### src/rtl/fridge_status_tx.sv
// fridge_status_tx: serial readback of the stored fridge settings.
// Sends 11-bit frames {start, id[2:0], data[4:0], even parity, stop},
// LSB first, BIT_CYCLES clocks per bit; sel=7 dumps all five fields.
// Ports: clk, rst_n (sync, active-low), i (power), req, sel[2:0],
//   fgt/frt/fgc/frc[4:0], ice -> tx, busy, done (pulse), err (pulse).
module fridge_status_tx #(
   parameter int unsigned BIT_CYCLES = 4
) (
   input  logic       clk,
   input  logic       rst_n,
   input  logic       i,
   input  logic       req,
   input  logic [2:0] sel,
   input  logic [4:0] fgt,
   input  logic [4:0] frt,
   input  logic [4:0] fgc,
   input  logic [4:0] frc,
   input  logic       ice,
   output logic       tx,
   output logic       busy,
   output logic       done,
   output logic       err
);

   localparam logic [7:0] CYC_LAST = 8'(BIT_CYCLES - 1);

   typedef enum logic [2:0] {
      IDLE,
      START,
      ID,
      DATA,
      PARITY,
      STOP
   } state_t;

   state_t     state_q, state_d;
   logic [7:0] cyc_q, cyc_d;
   logic [2:0] bit_q, bit_d;
   logic [2:0] fld_q, fld_d;
   logic       dump_q, dump_d;
   logic [4:0] fgt_q, fgt_d;
   logic [4:0] frt_q, frt_d;
   logic [4:0] fgc_q, fgc_d;
   logic [4:0] frc_q, frc_d;
   logic       ice_q, ice_d;
   logic       tx_q, tx_d;
   logic       busy_q, busy_d;
   logic       done_q, done_d;
   logic       err_q, err_d;

   logic [4:0] cur_data;
   logic       parity;
   logic       cyc_end;
   logic       sel_ok;
   logic [2:0] bit_nx;

   // Field being sent comes from the snapshot, never the live inputs.
   always_comb begin
      cur_data = 5'd0;
      case (fld_q)
         3'd0:    cur_data = fgt_q;
         3'd1:    cur_data = frt_q;
         3'd2:    cur_data = fgc_q;
         3'd3:    cur_data = frc_q;
         default: cur_data = {4'b0, ice_q};
      endcase
   end

   assign parity  = ^{fld_q, cur_data};
   assign cyc_end = (cyc_q == CYC_LAST);
   assign sel_ok  = (sel <= 3'd4) || (sel == 3'd7);
   assign bit_nx  = bit_q + 3'd1;

   always_comb begin
      state_d = state_q;
      cyc_d   = cyc_q;
      bit_d   = bit_q;
      fld_d   = fld_q;
      dump_d  = dump_q;
      fgt_d   = fgt_q;
      frt_d   = frt_q;
      fgc_d   = fgc_q;
      frc_d   = frc_q;
      ice_d   = ice_q;
      tx_d    = tx_q;
      busy_d  = busy_q;
      done_d  = 1'b0;
      err_d   = 1'b0;
      if (!i) begin
         state_d = IDLE;
         cyc_d   = 8'd0;
         bit_d   = 3'd0;
         fld_d   = 3'd0;
         dump_d  = 1'b0;
         tx_d    = 1'b1;
         busy_d  = 1'b0;
      end else begin
         unique case (state_q)
            IDLE: begin
               tx_d   = 1'b1;
               busy_d = 1'b0;
               if (req && sel_ok) begin
                  fgt_d   = fgt;
                  frt_d   = frt;
                  fgc_d   = fgc;
                  frc_d   = frc;
                  ice_d   = ice;
                  dump_d  = (sel == 3'd7);
                  fld_d   = (sel == 3'd7) ? 3'd0 : sel;
                  cyc_d   = 8'd0;
                  bit_d   = 3'd0;
                  state_d = START;
                  tx_d    = 1'b0;
                  busy_d  = 1'b1;
               end else if (req) begin
                  err_d = 1'b1;
               end
            end
            START: begin
               if (cyc_end) begin
                  cyc_d   = 8'd0;
                  bit_d   = 3'd0;
                  state_d = ID;
                  tx_d    = fld_q[0];
               end else begin
                  cyc_d = cyc_q + 8'd1;
               end
            end
            ID: begin
               if (cyc_end) begin
                  cyc_d = 8'd0;
                  if (bit_q == 3'd2) begin
                     bit_d   = 3'd0;
                     state_d = DATA;
                     tx_d    = cur_data[0];
                  end else begin
                     bit_d = bit_nx;
                     tx_d  = fld_q[bit_nx[1:0]];
                  end
               end else begin
                  cyc_d = cyc_q + 8'd1;
               end
            end
            DATA: begin
               if (cyc_end) begin
                  cyc_d = 8'd0;
                  if (bit_q == 3'd4) begin
                     bit_d   = 3'd0;
                     state_d = PARITY;
                     tx_d    = parity;
                  end else begin
                     bit_d = bit_nx;
                     tx_d  = cur_data[bit_nx];
                  end
               end else begin
                  cyc_d = cyc_q + 8'd1;
               end
            end
            PARITY: begin
               if (cyc_end) begin
                  cyc_d   = 8'd0;
                  state_d = STOP;
                  tx_d    = 1'b1;
               end else begin
                  cyc_d = cyc_q + 8'd1;
               end
            end
            STOP: begin
               if (cyc_end) begin
                  cyc_d = 8'd0;
                  // A dump chains straight into the next start bit.
                  if (dump_q && (fld_q != 3'd4)) begin
                     fld_d   = fld_q + 3'd1;
                     state_d = START;
                     tx_d    = 1'b0;
                  end else begin
                     fld_d   = 3'd0;
                     dump_d  = 1'b0;
                     state_d = IDLE;
                     tx_d    = 1'b1;
                     busy_d  = 1'b0;
                     done_d  = 1'b1;
                  end
               end else begin
                  cyc_d = cyc_q + 8'd1;
               end
            end
            default: begin
               state_d = IDLE;
               tx_d    = 1'b1;
               busy_d  = 1'b0;
            end
         endcase
      end
   end

   always_ff @(posedge clk) begin
      if (!rst_n) begin
         state_q <= IDLE;
         cyc_q   <= 8'd0;
         bit_q   <= 3'd0;
         fld_q   <= 3'd0;
         dump_q  <= 1'b0;
         fgt_q   <= 5'd0;
         frt_q   <= 5'd0;
         fgc_q   <= 5'd0;
         frc_q   <= 5'd0;
         ice_q   <= 1'b0;
         tx_q    <= 1'b1;
         busy_q  <= 1'b0;
         done_q  <= 1'b0;
         err_q   <= 1'b0;
      end else begin
         state_q <= state_d;
         cyc_q   <= cyc_d;
         bit_q   <= bit_d;
         fld_q   <= fld_d;
         dump_q  <= dump_d;
         fgt_q   <= fgt_d;
         frt_q   <= frt_d;
         fgc_q   <= fgc_d;
         frc_q   <= frc_d;
         ice_q   <= ice_d;
         tx_q    <= tx_d;
         busy_q  <= busy_d;
         done_q  <= done_d;
         err_q   <= err_d;
      end
   end

   assign tx   = tx_q;
   assign busy = busy_q;
   assign done = done_q;
   assign err  = err_q;

endmodule

### config.mk
export PLATFORM = sky130hd
export DESIGN_NAME = fridge_status_tx
export DESIGN_NICKNAME = d
export VERILOG_FILES = /design/src/rtl/fridge_status_tx.sv
export SDC_FILE = /design/constraint.sdc
export NUM_CORES = 1
export LEC_CHECK = 0
export CAP_MARGIN = 25
export CORE_AREA = 3 3 73 82
export DETAILED_ROUTE_END_ITERATION = 7
export DIE_AREA = 0 0 76 85
export GPL_ROUTABILITY_DRIVEN = 0
export PLACE_DENSITY = 0.69
export SYNTH_ARGS = -nofsm -noshare
export SYNTH_HDL_FRONTEND = slang
export SYNTH_SLANG_ARGS = --single-unit
export TNS_END_PERCENT = 50
### constraint.sdc
create_clock -name clk -period 3 [get_ports clk]
set_clock_uncertainty 0.1 [all_clocks]
set_input_delay 0.3 -clock clk [delete_from_list [all_inputs] [get_ports clk]]
set_output_delay 0.3 -clock clk [all_outputs]
set_load 0.01 [all_outputs]
**After elaboration in Yosys (flattened, before gate mapping)**

Index checks and enable logic that the tools add are counted.

- Add/sub/neg operators: 3
- $lt $le $gt $ge: 3
- Equality and inequality tests: 22
- Multiplexer cells: 47
- Bitwise operators: 4
- Reductions and logical operators: 22

Operators by type and width:

| cell | number |
|---|---|
| $mux 3 | 18 |
| $pmux 5 s4 | 1 |
| $ne 2x2->1 const B | 9 |
| $pmux 3 s6 | 1 |
| $mux 1 | 17 |
| $mux 8 | 2 |
| $pmux 8 s2 | 1 |
| $eq 3x2->1 const B | 5 |
| $eq 3x3->1 const B | 4 |
| $pmux 3 s4 | 1 |
| $reduce_and 5->1 | 2 |
| $reduce_and 3->1 | 3 |
| $add 8x1->8 const B | 1 |
| $eq 8x2->1 const B | 1 |
| $reduce_and 4->1 | 2 |
| $reduce_and 8->1 | 1 |
| $reduce_or 4->1 | 2 |
| $reduce_xor 8->1 | 1 |
| $add 3x1->3 const B | 2 |
| $eq 3x1->1 const B | 2 |
| $logic_not 3->1 | 2 |
| $pmux 1 s6 | 1 |
| $pmux 3 s2 | 1 |
| $reduce_or 5->1 | 1 |
| 14 further kinds | 20 |

- Register bits after elaboration: 43
- Input port bits: 28
- Output and inout port bits: 4
- Logic and storage cells: 115

**Longest topological paths before layout**

- Word-level depth: 7
- Mapped depth: 10
- Gate-level depth less buffers: 9

**Worst setup path after synthesis**

OpenSTA, ideal clock, no wires.

- Kind: reg2reg
- From: reg cyc_q[0]
- To: reg state_q[1]
- Library setup time: 70 ps
- Data arrival time: 2355 ps
- Required time: 2830 ps
- Setup slack: 474 ps
- Cell stages (with the launch flop): 8
- Clock period less this slack: 2526 ps
- Cell sequence: dfxtp_1 > ha_1 > or4b_4 > nor4_4 > nor2_2 > or3_4 > or4b_1 > a21oi_1

- Cells in the longest elaborated chain, start to end: 3

Ends and longest elaborated chain:

| what | line | source |
|---|---|---|
| start, declared | 37 | `logic [7:0] cyc_q, cyc_d;` |
| start signal, assigned | 215 | `cyc_q <= cyc_d;` |
| $eq 8x2->1 * | 70 | `assign cyc_end = (cyc_q == CYC_LAST);` |
| $ne 2x2->1 (no source line) | -- |  |
| $reduce_and 8->1 (no source line) * | -- |  |
| end signal, assigned | 214 | `state_q <= state_d;` |
| end, declared | 36 | `state_t state_q, state_d;` |

Every way passes the cells marked *; elsewhere a longest branch is shown, timed or not.
A chain may end at the register's enable or synchronous reset.

**Worst setup path in the final report**

- From: reg cyc_q[0]
- To: reg bit_q[0]

- Cells in the longest elaborated chain, start to end: 3

Ends and longest elaborated chain:

| what | line | source |
|---|---|---|
| $eq 8x2->1 * | 70 |  |
| $ne 2x2->1 (no source line) | -- |  |
| $reduce_and 5->1 (no source line) * | -- |  |
| end signal, assigned | 216 | `bit_q <= bit_d;` |
| end, declared | 38 | `logic [2:0] bit_q, bit_d;` |

Marked as above.

==> results by group <==
Yosys
  – Most common cell in the netlist: nand2_1
  – Gate Count Post-Synth: 319
  – Simple-Gate Fraction of Synth Area: 28.2%
  – Seq cells post-synth: 43
  – Syn Nets: 356
  – Synth top area share: 35.6%
  – Post-Synth XOR/XNOR Area: 2.17%
  – Commonest cells in the netlist: nand2_1 (72), dfxtp_1 (43), nor2_1 (27), a21boi_0 (21), a21oi_1 (21)
  – Post-Synth Adder-Cell Area: 4.66%
  – Async S/R FF share, synth: 0%
  – Synth area leaders: dfxtp_1 (36%), nand2_1 (11%), a21boi_0 (6.5%)
  – Largest family of logic cells by synthesized area: simple AND/OR/NAND/NOR gates
  – Ys Warns: 0
  – Number of enable flip-flop cells after synthesis: 0
  – Netlist cell types: 47
  – Post-synthesis mux area share: 0.880%
  – Compound-Gate Fraction of Synth Area: 24.6%
  – Most used DFF post-synth: dfxtp_1
  – Area leader, netlist: dfxtp_1
  – Synthesized area per cell: 7.58 um^2
  – Seq/Total Area, Yosys: 35.6%
  – Mapped Area: 2420 um^2

Status
  – Status: complete, no violations

Setup path
  – Arr. time, crit path: 2.66 ns
  – Critical Path Fanout Max: 7
  – CP endpoint kind: register
  – Startpoint Class: register
  – Crit path kind: reg2reg
  – Worst path required time: 3.13 ns

CTS
  – Clk_lat worst skew: 0.29 ns
  – Post-CTS Resized: 0
  – Worst-case clock buffer depth: 2
  – Worst-path clk slew: 0.08 ns
  – CTS Hold Bufs: 0
  – Clock buffer count from CTS: 5
  – Clock sinks: 43
  – Root Buffer: clkbuf_8
  – Htree depth: 2
  – CTS tree: yes
  – Post-CTS Setup Inserts: 0

Die
  – IO Pins: 32
  – Row count: 28
  – Die Span X: 76 um
  – Die height: 85 um
  – Die Area: 6460 um^2
  – Core box area: 5290 um^2
  – Initial core utilization: 45.7%

Global route
  – Number of global-route vias before repair: 2315
  – First-pass GRT wire length: 9880 um
  – Met1 GRT Util: 20.3%
  – GR Layer Usage met3: 4.46%
  – GRT Max-Usage Layer: met2
  – Largest net degree at the start of global routing: 24
  – GR Util met2: 34.1%
  – GRT Residual Overflow: 0
  – Initial antenna violation count: 0
  – GRT Overall Usage: 18.2%

Drt
  – Via Count: 2327
  – Remaining DRCs: 0
  – WL final: 5600 um
  – Post-route ant nets: 0
  – Drt first pass iters: 4
  – Vias per std cell: 5.45
  – Drt wl/cell: 13.1 um
  – DRT iter0 DRCs: 88

Placed design
  – Placed standard-cell area: 2830 um^2
  – Port Buffers: 31
  – Setup Slack @ Placement: 0.484 ns
  – Post-Place Cells: 419
  – Detail Placement HPWL: 4130 um

Flow run
  – Maxcap violations: 0

STA
  – Fin worst setup slack: 0.467 ns
  – Setup TNS: 0 ns
  – Final Hold Fails: 0
  – Relative slew slack: 60.8%
  – Hold WS: 0.368 ns
  – Setup Viol. Count Final: 0
  – Fin crit period: 2.53 ns
  – RSZ-0062 raised after global routing: no
  – Slew of the pin with the lowest slew margin: 0.587 ns
  – Achievable frequency: 395 MHz
  – Fin crit share: 84.4%
  – Max Slew Vio Count: 0

Power
  – Post-layout power: 1.26 mW
  – Pwr Density: 427 nW/um^2
  – Leakage power: 1.03 nW
  – Max VDD drop: 0.210 mV

Layout
  – Finished Cell Area: 2950 um^2
  – Antenna cells: 0
  – Nets: 388
  – Post-Layout Cell Count: 427
  – Area delta synth->final: 22.0%
  – Final Core Density: 55.7%
  – Share of layout cells above drive strength 1: 8.52%

Worst hold path
  – Hold Crit Class: reg2reg
==> cells in the final DEF, fill, tap and decap left out, types with 2 or more instances in the layout <==
cell type        Yosys  final
a211oi_1             2      2
a21boi_0            21     21
a21oi_1             21     21
a222oi_1             3      3
a22oi_1              4      4
a311oi_1             3      3
a32oi_1              2      2
and3_1               3      3
and3_2               3      3
buf_4                0      9
clkbuf_8             0      6
clkdlybuf4s50_1      0     31
dfxtp_1             43     43
ha_1                 9      9
inv_1               10     10
nand2_1             72     72
nand3_1              9      9
nand3b_1             2      2
nand4_1              4      4
nor2_1              27     27
nor2b_1              2      2
nor3_1               7      7
nor3b_1              2      2
o211ai_1             4      4
o21a_1               2      2
o21ai_0             19     19
o22ai_1              2      2
or2_2                3      3
or3b_2               2      2
xnor2_1              3      3
xor2_1               3      3
==> flip-flops by register name, summed over array words and instances (netlist names), 3 cells and up <==
register / flops
cyc_q: 8
fgc_q: 5
fgt_q: 5
frc_q: 5
frt_q: 5
bit_q: 3
fld_q: 3
state_q: 3
==> critical path, stage by stage (launching register included) <==
cell and delay [ns]:
dfxtp_1 0.37, ha_1 0.21, or4b_4 0.48, nor4_4 0.18
buf_4 0.20, o21ai_0 0.08, a21oi_1 0.38, nand2_1 0.09
mux2_2 0.27, nor2_1 0.10
==> path summary, 6_finish.rpt <==
| check | from | endpoint | slack [ns] | cells after the start |
|---|---|---|---|---|
| setup reg to reg | cyc_q[0] | bit_q[0] | 0.47 | 9 |
| setup / recovery | cyc_q[0] | bit_q[0] | 0.47 | 9 |
| hold / removal | fgc_q[4] | fgc_q[4] | 0.37 | 2 |
| hold reg to reg | fgc_q[4] | fgc_q[4] | 0.37 | 2 |
==> power by group <==
group          internal [mW]  switching, mW  total (mW)
Clock                  0.269          0.199       0.468
Sequential             0.589         0.0124       0.602
Combinational         0.0919         0.0985       0.190
Total                  0.950          0.310        1.26
==> routing by layer <==
layer  vias to the layer above  part of all wire [%]
met2                        49                    49
met3                         6                   4.4
met4                         0                   1.1
met5                         -                     0
li1                       1191                     -
met1                      1081                    46
==> cell families (layout without fill, tap and decap cells) <==
logic type	count (synthesis)	count (layout)
and+or+nand+nor	144	144
buffers and inverters	25	58
xor gates and xnor gates	6	6
muxes	2	2
AOI/OAI and AO/OA	90	90
adders and majority gates	9	9
DFF	43	43
==> cell type report <==
cell class	count	area, um^2
clock buffers	6	82.6
fillers	532	2340
flip-flops and latches	43	861
clock inverters	2	35.0
multi-input cells	251	1460
inverters	10	37.5
well taps	75	93.8
repair buffers	40	378
Power figures use the tool's default switching activity.
